==> src/rtl/cgol_pkg.sv <==
// Shared types, constants and helpers for the cellular-automaton engine.
//   state_t      : engine state encoding
//   WINDOW_SIZE  : cells in the 3x3 neighbourhood window
//   SELF_IDX     : window bit holding the cell under evaluation
//   win_dr/win_dc: row/column offset (0..2, i.e. -1..+1) of window slot k
//   popcount9    : number of set bits in a 9-bit window
package cgol_pkg;

  localparam int unsigned WINDOW_SIZE = 9;
  localparam int unsigned SELF_IDX    = 4;
  localparam int unsigned K_W         = 4;

  typedef enum logic [2:0] {
    S_IDLE    = 3'd0,
    S_FETCH   = 3'd1,
    S_CAPTURE = 3'd2,
    S_EVAL    = 3'd3,
    S_WRITE   = 3'd4,
    S_DONE    = 3'd5
  } state_t;

  // Row offset of window slot k (slots are walked row-major).
  function automatic logic [1:0] win_dr(input logic [K_W-1:0] k);
    return 2'(k / 4'd3);
  endfunction

  // Column offset of window slot k.
  function automatic logic [1:0] win_dc(input logic [K_W-1:0] k);
    return 2'(k % 4'd3);
  endfunction

  function automatic logic [3:0] popcount9(input logic [WINDOW_SIZE-1:0] w);
    logic [3:0] n;
    n = 4'd0;
    for (int i = 0; i < int'(WINDOW_SIZE); i++) begin
      n = n + 4'(w[i]);
    end
    return n;
  endfunction

endpackage

==> src/rtl/cgol_rule_eval.sv <==
// Combinational birth/survival rule evaluation for one cell.
//   window : 9-bit neighbourhood, bit SELF_IDX is the cell itself
//   next_c : next-generation value of the cell
module cgol_rule_eval
  import cgol_pkg::*;
#(
  parameter logic [8:0] RULE_B = 9'b000001000,
  parameter logic [8:0] RULE_S = 9'b000001100
) (
  input  logic [WINDOW_SIZE-1:0] window,
  output logic                   next_c
);

  logic [3:0] total;
  logic [3:0] neighbours;

  // Neighbour count excludes the cell itself, so it ranges 0..8.
  always_comb begin
    total      = popcount9(window);
    neighbours = total - 4'(window[SELF_IDX]);
    next_c     = window[SELF_IDX] ? RULE_S[neighbours] : RULE_B[neighbours];
  end

endmodule

==> src/rtl/cgol_engine.sv <==
// Life-like cellular-automaton generation engine for a ROWS x COLS board in
// double-banked external single-port memory. Each generation reads bank
// o_bank and writes bank ~o_bank, one cell at a time.
// Optional feature macro: CGOL_WRAP_EN (toroidal boundary); when undefined
// the boundary is dead and out-of-grid window slots issue no memory request.
// Ports:
//   clk, rst_n            clock and synchronous active-low reset
//   i_start               start one generation (accepted in idle only)
//   o_busy, o_done        generation in progress / one-cycle completion pulse
//   o_bank, o_gen_count   bank of the latest complete board / generation count
//   o_mem_req/we/addr/wdata, i_mem_gnt, i_mem_rdata
//                         single-port memory handshake; read data arrives
//                         one cycle after a granted read
module cgol_engine
  import cgol_pkg::*;
#(
  parameter int unsigned ROWS   = 8,
  parameter int unsigned COLS   = 8,
  parameter logic [8:0]  RULE_B = 9'b000001000,
  parameter logic [8:0]  RULE_S = 9'b000001100,
  localparam int unsigned CELL_W = $clog2(ROWS * COLS),
  localparam int unsigned ADDR_W = CELL_W + 1
) (
  input  logic              clk,
  input  logic              rst_n,
  input  logic              i_start,
  output logic              o_busy,
  output logic              o_done,
  output logic              o_bank,
  output logic [15:0]       o_gen_count,
  output logic              o_mem_req,
  output logic              o_mem_we,
  output logic [ADDR_W-1:0] o_mem_addr,
  output logic              o_mem_wdata,
  input  logic              i_mem_gnt,
  input  logic              i_mem_rdata
);

  localparam int unsigned ROW_W = $clog2(ROWS);
  localparam int unsigned COL_W = $clog2(COLS);
`ifdef CGOL_WRAP_EN
  localparam bit WRAP_EN = 1'b1;
`else
  localparam bit WRAP_EN = 1'b0;
`endif
  localparam logic [ROW_W-1:0] ROW_LAST = ROW_W'(ROWS - 1);
  localparam logic [COL_W-1:0] COL_LAST = COL_W'(COLS - 1);
  localparam logic [K_W-1:0]   K_LAST   = K_W'(WINDOW_SIZE - 1);

  state_t                 state;
  state_t                 state_nxt;
  logic [ROW_W-1:0]       row;
  logic [COL_W-1:0]       col;
  logic [K_W-1:0]         k;
  logic [WINDOW_SIZE-1:0] window;
  logic                   rd_pending;
  logic [K_W-1:0]         rd_idx;
  logic                   next_cell;
  logic                   eval_next_c;

  logic [1:0]             dr;
  logic [1:0]             dc;
  logic [ROW_W-1:0]       nb_row;
  logic [COL_W-1:0]       nb_col;
  logic                   row_ok;
  logic                   col_ok;
  logic                   nb_valid;
  logic [CELL_W-1:0]      nb_addr;
  logic [CELL_W-1:0]      cell_addr;
  logic                   last_cell;
  logic                   fetch_step;

  // Neighbour coordinates of window slot k; wrap by explicit compare.
  always_comb begin
    dr     = win_dr(k);
    dc     = win_dc(k);
    nb_row = row;
    nb_col = col;
    row_ok = 1'b1;
    col_ok = 1'b1;
    case (dr)
      2'd0: begin
        if (row == '0) begin
          nb_row = ROW_LAST;
          row_ok = WRAP_EN;
        end else begin
          nb_row = row - ROW_W'(1);
        end
      end
      2'd2: begin
        if (row == ROW_LAST) begin
          nb_row = '0;
          row_ok = WRAP_EN;
        end else begin
          nb_row = row + ROW_W'(1);
        end
      end
      default: nb_row = row;
    endcase
    case (dc)
      2'd0: begin
        if (col == '0) begin
          nb_col = COL_LAST;
          col_ok = WRAP_EN;
        end else begin
          nb_col = col - COL_W'(1);
        end
      end
      2'd2: begin
        if (col == COL_LAST) begin
          nb_col = '0;
          col_ok = WRAP_EN;
        end else begin
          nb_col = col + COL_W'(1);
        end
      end
      default: nb_col = col;
    endcase
    nb_valid   = row_ok & col_ok;
    nb_addr    = CELL_W'(32'(nb_row) * COLS + 32'(nb_col));
    cell_addr  = CELL_W'(32'(row) * COLS + 32'(col));
    last_cell  = (row == ROW_LAST) && (col == COL_LAST);
    // Out-of-grid slots make no request but still take one cycle.
    fetch_step = ~nb_valid | i_mem_gnt;
  end

  cgol_rule_eval #(
    .RULE_B (RULE_B),
    .RULE_S (RULE_S)
  ) u_rule_eval (
    .window (window),
    .next_c (eval_next_c)
  );

  // State register.
  always_ff @(posedge clk) begin
    if (!rst_n) begin
      state <= S_IDLE;
    end else begin
      state <= state_nxt;
    end
  end

  // Next-state logic.
  always_comb begin
    state_nxt = state;
    case (state)
      S_IDLE:    if (i_start) state_nxt = S_FETCH;
      S_FETCH:   if (fetch_step && (k == K_LAST)) state_nxt = S_CAPTURE;
      S_CAPTURE: state_nxt = S_EVAL;
      S_EVAL:    state_nxt = S_WRITE;
      S_WRITE:   if (i_mem_gnt) state_nxt = last_cell ? S_DONE : S_FETCH;
      S_DONE:    state_nxt = S_IDLE;
      default:   state_nxt = S_IDLE;
    endcase
  end

  // Memory request decode from registered state.
  always_comb begin
    o_mem_req   = 1'b0;
    o_mem_we    = 1'b0;
    o_mem_addr  = '0;
    o_mem_wdata = 1'b0;
    case (state)
      S_FETCH: begin
        o_mem_req  = nb_valid;
        o_mem_addr = {o_bank, nb_addr};
      end
      S_WRITE: begin
        o_mem_req   = 1'b1;
        o_mem_we    = 1'b1;
        o_mem_addr  = {~o_bank, cell_addr};
        o_mem_wdata = next_cell;
      end
      default: ;
    endcase
  end

  // Datapath: cell/window counters, read capture, status outputs.
  always_ff @(posedge clk) begin
    if (!rst_n) begin
      row         <= '0;
      col         <= '0;
      k           <= '0;
      window      <= '0;
      rd_pending  <= 1'b0;
      rd_idx      <= '0;
      next_cell   <= 1'b0;
      o_busy      <= 1'b0;
      o_done      <= 1'b0;
      o_bank      <= 1'b0;
      o_gen_count <= '0;
    end else begin
      rd_pending <= 1'b0;
      o_done     <= 1'b0;
      // Read data lands one cycle after its grant.
      if (rd_pending) window[rd_idx] <= i_mem_rdata;
      case (state)
        S_IDLE: begin
          if (i_start) begin
            row    <= '0;
            col    <= '0;
            k      <= '0;
            o_busy <= 1'b1;
          end
        end
        S_FETCH: begin
          if (fetch_step) begin
            if (nb_valid) begin
              rd_pending <= 1'b1;
              rd_idx     <= k;
            end else begin
              window[k] <= 1'b0;
            end
            k <= (k == K_LAST) ? '0 : k + K_W'(1);
          end
        end
        S_EVAL: next_cell <= eval_next_c;
        S_WRITE: begin
          if (i_mem_gnt) begin
            if (last_cell) begin
              o_done      <= 1'b1;
              o_busy      <= 1'b0;
              o_bank      <= ~o_bank;
              o_gen_count <= o_gen_count + 16'd1;
            end else if (col == COL_LAST) begin
              col <= '0;
              row <= row + ROW_W'(1);
            end else begin
              col <= col + COL_W'(1);
            end
          end
        end
        default: ;
      endcase
    end
  end

endmodule

==> config.mk <==
export PLATFORM = sky130hd
export DESIGN_NAME = cgol_engine
export DESIGN_NICKNAME = d
export VERILOG_FILES = /design/src/rtl/cgol_pkg.sv /design/src/rtl/cgol_rule_eval.sv /design/src/rtl/cgol_engine.sv
export SDC_FILE = /design/constraint.sdc
export NUM_CORES = 1
export LEC_CHECK = 0
export ABC_AREA = 1
export CAP_MARGIN = 20
export CORE_ASPECT_RATIO = 1.4
export CORE_MARGIN = 4
export CORE_UTILIZATION = 45
export DETAILED_ROUTE_END_ITERATION = 8
export HOLD_SLACK_MARGIN = 0.08
export PLACE_DENSITY_LB_ADDON = 0.05
export SETUP_SLACK_MARGIN = 0.3
export SYNTH_ARGS = -nofsm -noshare
export SYNTH_HDL_FRONTEND = slang
export SYNTH_SLANG_ARGS = --single-unit
==> constraint.sdc <==
create_clock -name clk -period 3.4 [get_ports clk]
set_input_delay 0.51 -clock clk [delete_from_list [all_inputs] [get_ports clk]]
set_output_delay 0.51 -clock clk [all_outputs]
set_load 0.02 [all_outputs]
Word-level counts from Yosys, hierarchy flattened --
Memory sizes are Yosys's and may differ from the RTL's. Cells that the tools add are included.
Word-level totals: memories kept 2, output and inout bits 29, bits of input ports 5, flip-flop bits (word level) 47, ROM bits 32, logic and storage cells 132
Memory list:
- (name not given) | depth 16, bits a word 1, rd ports 1, clocked after memory_dff 0, write ports 0, line cgol_rule_eval.sv:21 | next_c = window[SELF_IDX] ? RULE_S[neighbours] : RULE_B[neighbours];
- (name not given) | depth 16, bits a word 1, rd ports 1, clocked after memory_dff 0, write ports 0, line cgol_rule_eval.sv:21
Operators by class: add/sub/neg operators 17, bitwise logic cells 6, mux-type cells 52, reduce and logical (&&, ||, !) cells 20, equality and inequality tests 16, divide/modulo/power cells 2, magnitude comparators 5
Operator list (count):
- $mux W9 | 5
- $mux W3 | 14
- $add A4 B1 Y4 | 7
- $pmux W3 S2 | 4
- $reduce_and A3 Y1 | 6
- $add A16 B1 Y16 const B | 1
- $mux W1 | 16
- $lt A4 B5 Y1 const B | 3
- $pmux W3 S5 | 1
- $ne A2 B2 Y1 const B | 7
- $pmux W7 S2 | 1
- $add A6 B3 Y6 | 2
- $mux W4 | 3
- $and A9 B9 Y9 | 1
- $bwmux W9 | 1
- $eq A3 B3 Y1 const B | 3
- $logic_not A3 Y1 | 3
- $not A9 Y9 | 1
- $demux W1 S4 | 2
- $ge A4 B1 Y1 const B | 2
- $pmux W1 S2 | 4
- $pmux W4 S2 | 1
- $reduce_and A4 Y1 | 2
- $add A3 B1 Y3 const B | 2
- other kinds (17) | 26

Depth between registers and ports, before layout --
Gate-level depths: netlist of run 1.
depth in word-level cells 12, gate-level depth with buffers 22

Hierarchy --
Synthesis of run 1 repeated with hierarchy kept, for this count alone.
Second synthesis, totals: cell total of the unflattened synthesis 421, area total of the unflattened synthesis 3061.7 sq um
Modules (own cells, without submodules):
- cgol_engine | cells an instance 386, times used 1, area an instance 2795.2 sq um
- cgol_rule_eval | cells an instance 35, times used 1, area an instance 266.5 sq um

Least setup slack after synthesis of run 1 --
No wires, ideal clock.
path kind reg-to-output, from register k[3], to output o_mem_addr[1], slack 0.387 ns, data arrival time 2.503 ns, data required time 2.890 ns, buffers on the path 0, cell stages (with the launch flop) 18, cell sequence dfxtp_1 inv_1 nand2_1 inv_1 ha_1 inv_1 ha_1 nand2_4 nand2_1 nand2_1 ha_1 inv_1 nand4_1 nand2_4 nand2_2 o21ai_0 a21oi_1 o22ai_1
On the way: word-level cells in the longest chain between the ends 5
RTL lines:
- start, declared | line cgol_engine.sv:54 | logic [K_W-1:0] k;
- start signal, assigned | line cgol_engine.sv:215 | k <= (k == K_LAST) ? '0 : k + K_W'(1);
- $mod A4 B2 Y4 * | line cgol_pkg.sv:29 | return 2'(k % 4'd3);
- $eq A2 B2 Y1 or $logic_not A2 Y1 (tied branches) | line cgol_engine.sv:100 | case (dc)
- $pmux W3 S2 * | line cgol_engine.sv:100
- $add A6 B3 Y6 * | line cgol_engine.sv:120 | nb_addr = CELL_W'(32'(nb_row) * COLS + 32'(nb_col));
- $pmux W7 S2 * | line cgol_engine.sv:164 | case (state)
- end, declared | line cgol_engine.sv:33 | output logic [ADDR_W-1:0] o_mem_addr,
Mark *: on every way between the ends. The rest lies on a longest branch, timed or not.

Worst setup path after layout of run 1 --
from register k[3], to output o_mem_addr[0]
The elaborated chain is that of the path after synthesis.

==> metrics.cfg, run 1 <==
[synthesis]
ys_seq_elements = 47
synthesis.area_um2 = 3080
yosys_warnings = 0
syn_area_per_cell_um2 = 7.20
post-synth-top-count-cell = nand2_1
async_flop_share = 0
ys_seq_area_frac = 0.305
ys_top_cells_by_count = 77 x nand2_1, 66 x inv_1, 47 x dfxtp_1, 39 x nor2_1, 34 x a21oi_1
yosysTopAreaCell = dfxtp_1
synth-edff-count = 0
synthDistinctLibCells = 37
synth_top_area_frac = 0.305
syn_nets = 460
synth-main-ff-cell = dfxtp_1
synth_area_leaders = dfxtp_1 31%, nand2_1 9.4%, ha_1 8.9%
synthCells = 428

[route]
routed_wirelength_um = 7670
postRouteAntennaNets = 0
first_pass_iters = 4
viasPerCell = 5.08
drc_errors = 0
drt-initial-drc-count = 121
dr_total_vias = 2902
routedWlPerCell_um = 13.4

[setup_path]
rrSetupSlack_ns = 0.38
cp_max_fo = 7
reg2regPathDepth = 11
end_kind = output pin
arrival_ns = 2.53
startpoint_type = register
worst_path_most_repeated_cell = nand2_2
crit_required_ns = 2.89
reg2reg_from = window[8]
crit_path_top_delay_cell = dfxtp_2
crit_chain = inv_2 -> nand2_2 -> inv_2 -> ha_4 -> inv_2 -> ha_4 -> nand2_4 -> nand2_2 -> nand2_2 -> ha_4 -> inv_4 -> nand3_4 -> nand2_2 -> nand2_2 -> nand2_2 -> nor3_1 -> a211oi_1 -> o22ai_1 -> buf_4
r2r_end = next_cell
worst_path_largest_cell_delay_ns = 0.34
crit_type = register to output pin

[floorplan]
core-area_um2 = 6610
rows = 35
dieArea_um2 = 8260
die_width_um = 78.0
num_io_pins = 34
die_h_um = 106
start_util = 0.466

[grt]
grt_max_degree = 29
use_met2 = 0.348
grt_pass1_vias = 2901
grt_pass1_wl_um = 13000
globalRouteOverflowTotal = 0
grt_util_met3 = 0.0347
antenna_found_initial = 0
met1_usage = 0.228
track_usage = 0.192
grt_busiest_layer = met2

[power]
power.internal_w = 0.00105
leakage_nw = 1.62
worst_ir_drop_vdd_uv = 259
powerDensity_nw_per_um2 = 468
power_frac_clock = 0.207
switching_power_w = 0.000731
pwr-share-seq = 0.347
switching_share = 0.411
combinationalPowerShare = 0.446

[placed_design]
dpl.hpwl_um = 5640
gp_congestion = 0.845
dp_slack_ns = 0.0596
port_buffers = 33

[sta]
min_period_over_period = 0.895
worst_slack_ns = 0.357
fin_worst_skew_ns = 0.0127
slew_headroom = 0.471
tightest_slew_ns = 0.793
fin_setup_tns_ns = 0
rsz0062_at_grt = yes
timing.fmax_mhz = 329
setup_viol = 0
finalHoldViolations = 0
drv_slew = 0
min_period_ns = 3.04

[final_layout]
syn2layout_area_growth_pct = 23.4
fin_nets = 510
drive_gt1_frac = 0.175
num_antenna_cells = 0
fillers = 642

[clocking]
insertion_delay_ns = 0.30
cts_buffers = 5
path_clk_slew_ns = 0.09
clock-sinks = 47
ctsHtreeMaxLevel = 2
cts_tree = built
clock_path_buffers = 2
cts-root-buf = clkbuf_8
cts_hold_buf = 0

[hold_path]
worstHoldPathType = register to register
hold_start = o_gen_count[15]
hold_depth = 2
hold_end = o_gen_count[15]

[outcome]
status = completed

[run]
drv_cap = 0

## placed cells by master, fill, tap and decap left out, types with 5 or more instances in the layout
master	n
nand2_1	70
inv_1	60
dfxtp_1	42
nor2_1	39
a21oi_1	33
clkdlybuf4s50_1	26
o21ai_0	25
nand3_1	20
buf_4	20
ha_1	18
nor3_1	10
nand2_2	9
a211oi_1	8
a31oi_1	8
inv_2	7
o211ai_1	7
nand4_1	6
clkbuf_8	6
nand2_4	5
nand3_2	5
dfxtp_2	5
## power by group through the flow
stage                     Clock (W)  Combinational (W)  Sequential (W)
after floorplan                   0           0.000509        0.000631
after global placement            0           0.000728        0.000627
after detailed placement          0           0.000735        0.000628
after CTS                  0.000383           0.000725        0.000615
after global routing       0.000404           0.000878        0.000625
final                      0.000368           0.000793        0.000618
## per-layer routing
layer | up-vias | part of all wire
li1 | 1508 | -
met1 | 1324 | 0.42
met2 | 54 | 0.53
met3 | 16 | 0.029
met4 | 0 | 0.025
met5 | - | 0
## through the flow
stage / hold WS [ns] / std cells / area (µm²) / power, W / util
after floorplan: 0.445 / 428 / 3080 / 0.00114 / -
after global placement: 0.450 / 558 / 3590 / 0.00136 / 0.543
after detailed placement: 0.458 / 558 / 3590 / 0.00136 / 0.543
after CTS: 0.475 / 566 / 3690 / 0.00172 / 0.557
after global routing: 0.493 / 571 / 3800 / 0.00191 / 0.575
final: 0.471 / 571 / 3800 / 0.00178 / 0.575
## worst max-delay path, delay by kind of cell, from the launching register on
| kind | cells | cell delay [ns] |
|---|---|---|
| and+or+nand+nor | 9 | 0.67 |
| adders and majority gates | 3 | 0.49 |
| AOI/OAI and AO/OA | 2 | 0.35 |
| buffers and inverters | 5 | 0.37 |
| DFF | 1 | 0.34 |
## worst max path at each step
stage	startpoint	endpoint	cells after the start
floorplan	k[3]	o_mem_addr[1]	17
CTS	k[3]	o_mem_addr[0]	19
global placement	k[3]	o_mem_addr[1]	18
global route	k[3]	o_mem_addr[0]	19
finish	k[3]	o_mem_addr[0]	19
detailed placement	k[3]	o_mem_addr[0]	18
## logic make-up after synthesis
logic type               after synthesis  synth area share
flip-flops                            47             0.305
AO/OA/AOI/OAI                         93             0.173
adder cells (fa/ha/maj)               27             0.122
XOR/XNOR                               5            0.0142
AND/OR/NAND/NOR                      179             0.291
buffers and inverters                 77            0.0950
## flip-flops by register name, indices dropped and copies added (netlist names)
register,cells
state,3
o_done,1
rd_pending,1
rd_idx,4
o_bank,1
k,4
next_cell,1
o_busy,1
o_gen_count,16
row,3
col,3
window,9
## repair_timing
item                                    in CTS  in global routing
endpoints found under the setup margin       8                  8
pin swaps                                    4                 15
gates cloned                                 0                  0
resized for setup                           27                 34
endpoints found under the hold margin        0                  0
buffers inserted                             0                  5
## final cells by class
cell class,count,area (µm²),area share
repair buffers,51,444,0.117
flip-flops and latches,47,947,0.249
well taps,92,115,0.0303
inverters,69,262,0.0688
multi-input cells,304,1940,0.509
clock buffers,6,82.6,0.0217
clock inverters,2,16.3,0.00428
No activity file was read; power rests on OpenSTA's default activity.
==> run 2: changes to the inputs <==
--- a/config.mk
+++ b/config.mk
@@ -11,6 +11,7 @@
 export CORE_MARGIN = 4
 export CORE_UTILIZATION = 45
 export DETAILED_ROUTE_END_ITERATION = 8
+export DONT_BUFFER_PORTS = 1
 export HOLD_SLACK_MARGIN = 0.08
 export PLACE_DENSITY_LB_ADDON = 0.05
 export SETUP_SLACK_MARGIN = 0.3
==> metrics.cfg, run 2 (synthesis results as in run 1) <==
[outcome]
status = completed  ; unchanged

[route]
routedWlPerCell_um = 14.2  ; was 13.4 µm
viasPerCell = 5.19  ; was 5.08
drc_errors = 0  ; unchanged
first_pass_iters = 5  ; was 4
postRouteAntennaNets = 0  ; unchanged
routed_wirelength_um = 7590  ; was 7670 µm
dr_total_vias = 2775  ; was 2,902
drt-initial-drc-count = 119  ; was 121

[final_layout]
top_register = o_gen_count  ; unchanged
fillers = 654  ; was 642
largest_register_ffs = 16  ; unchanged
syn2layout_area_growth_pct = 15.5  ; was 23.4%
num_antenna_cells = 0  ; unchanged
drive_gt1_frac = 0.178  ; was 0.175
fin_nets = 474  ; was 510
fin_cells = 535  ; was 571
reg.largest.list = o_gen_count x16, window x9  ; unchanged
layout_commonest_cell = nand2_1  ; unchanged
final_cell_mix = 70 x nand2_1, 61 x inv_1, 41 x dfxtp_1  ; was 70 x nand2_1, 60 x inv_1, 42 x dfxtp_1

[floorplan]
start_util = 0.466  ; unchanged
num_io_pins = 34  ; unchanged
rows = 35  ; unchanged
core-area_um2 = 6610  ; unchanged
die_width_um = 78.0  ; unchanged
dieArea_um2 = 8260  ; unchanged
die_h_um = 106  ; unchanged

[sta]
fin_worst_skew_ns = 0.00826  ; was 0.0127 ns
drv_slew = 0  ; unchanged
slew_headroom = 0.493  ; was 0.471
rsz0062_at_grt = yes  ; unchanged
setup_viol = 0  ; unchanged
min_period_over_period = 0.903  ; was 0.895
fin_setup_tns_ns = 0  ; unchanged
finalHoldViolations = 0  ; unchanged
whs_ns = 0.318  ; was 0.471 ns
tightest_slew_ns = 0.760  ; was 0.793 ns
min_period_ns = 3.07  ; was 3.04 ns
timing.fmax_mhz = 326  ; was 329 MHz

[clocking]
insertion_delay_ns = 0.31  ; was 0.30 ns
clock-sinks = 47  ; unchanged
clock_path_buffers = 2  ; unchanged
cts_hold_buf = 0  ; unchanged
path_clk_slew_ns = 0.09  ; about the same
ctsHtreeMaxLevel = 2  ; unchanged
cts_buffers = 5  ; unchanged
cts_tree = built  ; unchanged
cts-root-buf = clkbuf_8  ; unchanged

[power]
worst_ir_drop_vdd_uv = 229  ; was 259 µV
powerDensity_nw_per_um2 = 519  ; was 468 nW/µm²
leakage_nw = 1.51  ; was 1.62 nW

[setup_path]
rrSetupSlack_ns = 0.38  ; about the same
reg2reg_from = window[8]  ; unchanged
crit_required_ns = 2.89  ; about the same
cp_max_fo = 5  ; was 7
crit_type = register to output pin  ; unchanged
end_kind = output pin  ; unchanged
r2r_end = next_cell  ; unchanged
reg2regPathDepth = 11  ; unchanged
startpoint_type = register  ; unchanged
arrival_ns = 2.56  ; was 2.53 ns

[placed_design]
port_buffers = 0  ; was 33
dp_cells = 517  ; was 558
dpl.hpwl_um = 5750  ; was 5640 µm
gp_congestion = 0.858  ; was 0.845

[hold_path]
hold_end = k[2]  ; was o_gen_count[15]
hold_start = rst_n  ; was o_gen_count[15]
worstHoldPathType = input port to register  ; was register to register
hold_depth = 2  ; unchanged

[grt]
globalRouteOverflowTotal = 0  ; unchanged
antenna_found_initial = 0  ; unchanged
track_usage = 0.185  ; was 0.192
grt_max_degree = 29  ; unchanged
grt_pass1_wl_um = 12400  ; was 13,000 µm
grt_pass1_vias = 2670  ; was 2,901

[run]
drv_cap = 0  ; unchanged

==> run 2: cell count changes in the layout (fill, tap and decap cells not counted), moves of 2 or more <==
cell,change
buf_2,-3
buf_4,-5
clkdlybuf4s50_1,-26
dfxtp_4,+2
inv_2,-3
inv_4,+2
nand2_2,-6
nand2_4,+5
==> run 2: what timing repair did <==
item,CTS,global route
setup buffers,4,6
gates resized for setup,17,33
endpoints found under the setup margin,8,8
pin swaps,7,11
==> run 2: how the worst max path moves through the flow <==
stage | from | slack (ns) | endpoint
floorplan | k[3] | 0.39 | o_mem_addr[1]
global placement | k[3] | 0.27 | o_mem_addr[0]
detailed placement | k[3] | 0.18 | o_mem_addr[0]
CTS | k[3] | 0.28 | o_mem_addr[0]
global route | k[3] | 0.18 | o_mem_addr[0]
finish | k[3] | 0.33 | o_mem_addr[0]
==> run 2: critical path: stages (launching register included) <==
cell,delay (ns)
dfxtp_4,0.37
inv_4,0.05
nand2_4,0.06
inv_1,0.04
ha_1,0.17
inv_2,0.06
ha_4,0.17
nand2_8,0.07
nand2_4,0.06
nand2_4,0.06
ha_4,0.18
inv_4,0.07
nand3_4,0.09
nand2_4,0.08
nand2_4,0.09
nand2_4,0.11
a21oi_1,0.05
a211oi_2,0.21
o22ai_1,0.09
buf_4,0.18
==> run 2: layout make-up <==
class                   count  area, µm²  area share
well taps                  92        115      0.0323
clock buffers               5       68.8      0.0193
multi-input cells         304       2000       0.561
repair buffers             15        113      0.0316
flip-flops and latches     47        953       0.268
clock inverters             3       47.5      0.0134
inverters                  69        267      0.0749
==> run 2: per-stage QoR <==
step,worst slack [ns],power (W),area (µm²),utilization
3_3_place_gp,0.266,0.00128,3200,0.484
4_1_cts,0.275,0.00174,3390,0.512
3_5_place_dp,0.176,0.00128,3200,0.484
6_report,0.331,0.00185,3560,0.538
2_1_floorplan,0.387,0.00114,3080,-
5_1_grt,0.176,0.00197,3560,0.538
==> run 2: metal layers <==
metal  track usage  routed length, µm
met5             0                  0
met4        0.0638                223
met3        0.0381                292
met2         0.345               4060
met1         0.205               3010
==> run 2: power by group <==
part / switching [W] / internal, W / leakage [nW] / total [W]
Sequential: 0.0000407 / 0.000587 / 0.385 / 0.000628
Combinational: 0.000505 / 0.000290 / 1.07 / 0.000795
Clock: 0.000203 / 0.000223 / 0.0587 / 0.000426
==> run 3: changes to the inputs <==
--- a/config.mk
+++ b/config.mk
@@ -6,7 +6,6 @@
 export NUM_CORES = 1
 export LEC_CHECK = 0
 export ABC_AREA = 1
-export CAP_MARGIN = 20
 export CORE_ASPECT_RATIO = 1.4
 export CORE_MARGIN = 4
 export CORE_UTILIZATION = 45
==> results of run 3 <==
Final layout, timing and power as in run 2 (identical DEF).
